--- config.mk ---
export PLATFORM = sky130hd
export DESIGN_NAME = if_fetch_stage
export DESIGN_NICKNAME = d
export VERILOG_FILES = /design/src/rtl/if_fetch_stage.sv
export SDC_FILE = /design/constraint.sdc
export NUM_CORES = 1
export LEC_CHECK = 0
export ABC_AREA = 0
export ABC_CLOCK_PERIOD_IN_PS = 5600
export BUFFER_PORTS_ARGS = -buffer_cell sky130_fd_sc_hd__buf_2
export CAP_MARGIN = 0
export CORE_UTILIZATION = 54
export DETAILED_ROUTE_END_ITERATION = 7
export GPL_ROUTABILITY_DRIVEN = 0
export PLACE_DENSITY = 0.82
export SYNTH_ARGS = -nofsm -noshare
export SYNTH_HDL_FRONTEND = slang
export SYNTH_SLANG_ARGS = --single-unit
--- constraint.sdc ---
create_clock -name clk -period 5.6 [get_ports clk]
set_input_delay 0.28 -clock clk [delete_from_list [all_inputs] [get_ports clk]]
set_output_delay 0.28 -clock clk [all_outputs]
set_load 0.005 [all_outputs]
--- src/rtl/if_fetch_stage.sv ---
// Instruction fetch: owns the PC, issues imem requests, loads the IF/ID register.
// Latency: 1 cycle from PC to IF/ID with a zero-wait memory (one instruction per cycle).
// Backpressure: stall_id withholds the request and freezes PC/IF/ID; imem_ready=0 inserts bubbles.
module if_fetch_stage #(
    parameter logic [15:0] RESET_PC = 16'h0000,
    parameter logic [15:0] PC_INC   = 16'd2
) (
    input  logic        clk,
    input  logic        rst_n,
    input  logic        stall_id,
    input  logic        redirect_valid,
    input  logic [15:0] redirect_pc,
    input  logic        halt,
    output logic        imem_req,
    output logic [15:0] imem_addr,
    input  logic [15:0] imem_rdata,
    input  logic        imem_ready,
    output logic        ifid_valid,
    output logic [15:0] ifid_instr,
    output logic [15:0] ifid_pc,
    output logic [15:0] ifid_pc_next,
    output logic        halted
);

    typedef enum logic [1:0] {
        S_FETCH  = 2'd0,
        S_WAIT   = 2'd1,
        S_HALTED = 2'd2
    } state_t;

    state_t      state;
    state_t      state_nxt;
    logic [15:0] pc;
    logic [15:0] pc_inc;
    logic        redirect_take;
    logic        halt_take;
    logic        accept;

    // Qualified events: redirect and halt are dead once halted; redirect beats halt.
    always_comb begin
        pc_inc        = pc + PC_INC;
        redirect_take = redirect_valid & (state != S_HALTED);
        halt_take     = halt & ~redirect_valid & (state != S_HALTED);
        accept        = imem_req & imem_ready;
    end

    // State register.
    always_ff @(posedge clk or negedge rst_n) begin
        if (!rst_n) begin
            state <= S_FETCH;
        end else begin
            state <= state_nxt;
        end
    end

    // Next state: redirect > halt > stall > accept > wait; HALTED only leaves via reset.
    always_comb begin
        state_nxt = state;
        if (state == S_HALTED) begin
            state_nxt = S_HALTED;
        end else if (redirect_take) begin
            state_nxt = S_FETCH;
        end else if (halt_take) begin
            state_nxt = S_HALTED;
        end else if (stall_id) begin
            state_nxt = state;
        end else if (imem_ready) begin
            state_nxt = S_FETCH;
        end else begin
            state_nxt = S_WAIT;
        end
    end

    // Outputs: request is suppressed in reset, when halted and when decode stalls.
    always_comb begin
        imem_req  = rst_n & (state != S_HALTED) & ~stall_id;
        imem_addr = pc;
        halted    = (state == S_HALTED);
    end

    // PC and IF/ID register, same priority as the state transitions.
    always_ff @(posedge clk or negedge rst_n) begin
        if (!rst_n) begin
            pc           <= RESET_PC;
            ifid_valid   <= 1'b0;
            ifid_instr   <= 16'h0000;
            ifid_pc      <= 16'h0000;
            ifid_pc_next <= 16'h0000;
        end else if (redirect_take) begin
            pc         <= redirect_pc;
            ifid_valid <= 1'b0;
        end else if (halt_take) begin
            ifid_valid <= 1'b0;
        end else if (accept) begin
            ifid_instr   <= imem_rdata;
            ifid_pc      <= pc;
            ifid_pc_next <= pc_inc;
            ifid_valid   <= 1'b1;
            pc           <= pc_inc;
        end else if (imem_req) begin
            ifid_valid <= 1'b0;
        end
    end

endmodule

# Word level (Yosys, flattened, before mapping)
# Index checks and enable logic that the tools add are counted.
# totals
reg_bits	67
inputBits	38
out_inout_bits	67
wordCells	37
# op_classes
add_sub_neg	1
n_eq_ne	4
n_mux	12
bitwise	10
reduce_logical	4
# op_table
operator	count
$mux 16	3
$add 16x2->16 const B	1
$mux 2	4
$and 1x1->1	6
$mux 1	5
$ne 2x2->1 const B	2
$ne 4x1->1 const B	1
$not 1->1	4
$reduce_bool 4->1	1
$reduce_and 3->1	1
$eq 2x2->1 const B	1
$reduce_and 2->1	1
$reduce_bool 2->1	1

# Depth between registers and ports, before layout
# depth
depth_word	7
depth_mapped	6
mapped_depth_nobuf	5

# Worst setup path after synthesis
# OpenSTA, ideal clock, no wires.
# synth_path
path_type	register to register
startpoint	register pc[1] (netlist: imem_addr[1])
endpoint	register pc[15] (netlist: imem_addr[15])
setup_ns	0.082
arrival_ns	1.828
required_time_ns	5.518
slack_ns	3.690
stages_incl_launch_ff	6
path_buffers	0
period_less_slack_ns	1.910
cell_sequence	dfrtp_1 ha_1 nand4_1 or4_4 or3_1 a31oi_1
# synth_between
elab_chain_len	4
# synth_lines
element	line_no	rtl
start, declared	33	logic [15:0] pc;
start signal, assigned	90	pc <= redirect_pc;
start signal, assigned	99	pc <= pc_inc;
$add 16x2->16	41	pc_inc = pc + PC_INC;
$mux 16	94	end else if (accept) begin
$mux 16	92	end else if (halt_take) begin
$mux 16	89	end else if (redirect_take) begin
# No other way between the ends. The select of a mux whose other input is x is not followed.
# A chain may end at the register's enable or synchronous reset.

# Worst setup path in the final report
# layout_path
startpoint	register state[0]
endpoint	register ifid_pc[5]
# layout_between
elab_chain_len	5
word_cells_on_any_way	9
cone_classes	1 x eq/ne; 7 x bitwise; 1 x reduce/logical
# layout_lines
element	line_no	rtl
start, declared	31	state_t state;
start signal, assigned	52	state <= state_nxt;
$ne 2x2->1 *	42, 43, 76	
$and 1x1->1 (2 in a row)	76	imem_req = rst_n & (state != S_HALTED) & ~stall_id;
$and 1x1->1	44	accept = imem_req & imem_ready;
$reduce_and 3->1 (no source line) *	-	
end signal, assigned	96	ifid_pc <= pc;
end, declared	20	output logic [15:0] ifid_pc,
# Mark *: on every way between the ends. The rest lies on a longest branch, timed or not.

==> results by group <==
Outcome
  • Status: completed

Clock network
  • H-tree levels: 3
  • Cts hold-fix bufs: 0
  • Num CTS Buffers: 9
  • Worst-path clk slew: 70 ps
  • Post-CTS setup buffer count: 0
  • CTS tree: built
  • Max clock buf depth: 2
  • Sink Count: 66
  • Post_cts resized: 0
  • Worst skew pair latency: 330 ps
  • Root Driver: clkbuf_8

Floorplan
  • Starting Density: 57.8%
  • Die W: 76.9 um
  • Die H: 76.9 um
  • Die area: 5910 um^2
  • I/O pins: 105
  • Site Rows: 26
  • Core outline area: 5240 um^2

Timing
  • Rel. slew slack: 23.7%
  • Unrepaired setup endpoints after global routing: no
  • Final setup fails: 0
  • Slew at the pin with the worst max-slew slack: 1140 ps
  • Final Max Slew Viols: 0
  • Setup TNS: 0 ps
  • Fin. Hold Viols: 0
  • Clk_skew: 7.98 ps
  • Final period utilization: 45.5%
  • Final worst slack: 3050 ps
  • Achievable Freq: 0.392 GHz
  • Min Tclk post-route: 2550 ps

Logic synthesis
  • Syn nets: 311
  • Cells after Synth: 272
  • Most common cell in the synthesized netlist: dfrtp_1
  • Post-synth top cells: 66 x dfrtp_1, 33 x nand2_1, 30 x mux2_2, 27 x o21ai_0
  • Synthesized area: 3030 um^2
  • Yosys warns: 0
  • Seq/Total Area, Yosys: 54.5%
  • Prevailing post-synth register cell: dfrtp_1
  • Ys async rst share: 100%
  • Post-synth EDFFs: 0
  • Synth cell types: 41
  • Area share of the largest cell type after synthesis: 54.5%
  • Ranking of synthesized cells by area: dfrtp_1 55%, mux2_2 11%, o21ai_0 4.5%
  • Area leader, netlist: dfrtp_1
  • Seq cells post-synth: 66
  • Mapped Avg Cell Area: 11.1 um^2

Layout
  • Layout Cells excl Fill: 448
  • Area grow syn2layout: 24.1%
  • Post-layout util: 71.8%
  • Final nets: 412
  • Layout cells sized above 1: 42.9%
  • Number of diodes: 0
  • Fill count: 399

Critical path
  • RR Endpoint: ifid_pc[5]$_DFFE_PN0P_
  • Critical Path RT: 5810 ps
  • CP max FO: 43
  • CP Cell Sequence: nand2b_4 > nand4_1 > buf_4 > mux2_2
  • Delay-heaviest family, CP: simple AND/OR/NAND/NOR gates
  • Crit path kind: reg -> reg
  • Endpoint type of the worst setup path: flip-flop
  • Worst setup SP type: flip-flop
  • Worst Path Arrival: 2760 ps
  • Slowest-stage cell, CP: nand4_1
  • CP peak stage delay: 880 ps
  • Reg2reg path depth: 4
  • Reg2reg start: state[0]$_DFFE_PN0P_
  • Worst reg2reg setup slack: 3050 ps
  • Worst Path Buf+Inv: 1

Drt
  • Vias/cell: 5.57
  • Detailed Route WL: 7.01 mm
  • Vias: 2496
  • DRC viols: 0
  • Number of routed nets with antenna violations: 0
  • DR pass1 iterations: 5
  • DR WL/cell: 15.6 um
  • DR iter-0 viols: 153

Job
  • MaxCap Viol Count: 0

Hold path
  • Hold Startpoint: redirect_pc[0]
  • Worst min path class: in -> reg
  • Hold Path End: imem_addr[0]$_DFFE_PN0P_
  • Hold Path Stages: 3

Power and ir drop
  • P per Cell Area: 369 nW/um^2
  • Combinational power share: 20.5%
  • Flop pwr share: 48.0%
  • Internal: 951 uW
  • Lkg Pwr: 0.00193 uW
  • Switch share: 31.5%
  • Sw Pwr: 437 uW
  • Clock power share: 31.5%
  • Worst vdd rail ir drop: 238 uV

Placement
  • Port Buffers: 104
  • Pre-CTS WS: 2930 ps
  • Placed cell count: 432
  • Hpwl dp: 4.93 mm

GRT
  • Total gr overflow: 0
  • GRT Max-Usage Layer: met2
  • Global-route wire length before repair: 11.6 mm
  • Vias in the first global route: 2400
  • Initial antenna violation count: 0
  • GRT met1 Usage: 34.2%
  • Grt met3 use: 5.83%
  • Met2 Track Usage GR: 40.6%
  • Largest net degree at the start of global routing: 68
  • Gr usage total: 25.5%
## tightest hold or removal path, cell delays in order
cell	delay [ps]
buf_2	70
nand2_1	40
nand2_1	50
## final cells by class
class | count | area (um^2) | share of cell area [%]
Tap cell | 70 | 87.6 | 2.33
Multi-Input combinational cell | 182 | 1230 | 32.9
Clock inverter | 5 | 77.6 | 2.06
Clock buffer | 11 | 141 | 3.76
Sequential cell | 66 | 1650 | 43.9
Inverter | 8 | 30.0 | 0.799
Timing Repair Buffer | 106 | 536 | 14.2
## logic make-up (layout without fill, tap and decap cells)
| kind of cell | after synthesis | count (layout) | synth area share (%) |
|---|---|---|---|
| AOI/OAI and AO/OA | 45 | 45 | 8.55 |
| xor gates and xnor gates | 17 | 17 | 4.92 |
| adders and majority gates | 1 | 1 | 0.413 |
| buffers and inverters | 24 | 130 | 4.67 |
| DFF | 66 | 66 | 54.5 |
| muxes | 31 | 31 | 11.5 |
| and+or+nand+nor | 88 | 88 | 15.4 |
## power by group through the flow
| stage | combinational (uW) | sequential (uW) | clock (uW) |
|---|---|---|---|
| finish | 285 | 666 | 437 |
| global route | 316 | 680 | 463 |
| CTS | 286 | 664 | 444 |
| floorplan | 181 | 638 | 0 |
| detailed placement | 283 | 673 | 0 |
| global placement | 272 | 670 | 0 |
## metrics by stage
stage	hold WS, ps	total power, uW	cell area (um^2)
after floorplan	-15.6	819	3030
after global placement	457	942	3540
after detailed placement	468	956	3540
after CTS	130	1390	3760
after global routing	137	1460	3760
final	142	1390	3760
## per-layer routing
metal | vias up | share of wire [%] | wire length (um)
met5 | - | 0 | 0
met4 | 0 | 0.98 | 69
met3 | 7 | 6.7 | 467
met2 | 105 | 50 | 3470
met1 | 1225 | 43 | 3000
li1 | 1159 | - | -
## flip-flops by register name, indices dropped and copies added (netlist names)
name and flops:
state 2, ifid_instr 16, imem_addr 16, ifid_pc 16, ifid_pc_next 15, ifid_valid 1
## cell usage in the layout (no fill, tap or decap), drive strengths merged
cell type	count
or4	8
and2	1
o21ai	27
or2	2
o22ai	1
o221a	1
nor2b	1
dfrtp	66
nand4b	1
nand2b	2
nor2	13
buf	106
o31ai	5
inv	8
xnor2	13
nand2	34
clkbuf	11
nor3	5
o211ai	2
nand3	7
clkinv	2
a31oi	7
mux2i	1
and2b	1
nor4b	1
a21oi	2
nor4	3
bufinv	2
clkinvlp	1
or3	3
nand4	6
ha	1
mux2	30
xor2	4
## worst max path at each step
stage,from,end,slack (ps),cells past startpoint
2_1_floorplan,imem_addr[1]$_DFFE_PN0P_,imem_addr[15]$_DFFE_PN0P_,3690,5
4_1_cts,state[0]$_DFFE_PN0P_,ifid_pc[5]$_DFFE_PN0P_,3020,4
3_5_place_dp,redirect_valid,ifid_pc[5]$_DFFE_PN0P_,2930,5
6_report,state[0]$_DFFE_PN0P_,ifid_pc[5]$_DFFE_PN0P_,3050,4
5_1_grt,state[0]$_DFFE_PN0P_,ifid_pc[5]$_DFFE_PN0P_,2850,4
3_3_place_gp,redirect_valid,ifid_instr[12]$_DFFE_PN0P_,2970,5
Power figures use the tool's default switching activity.
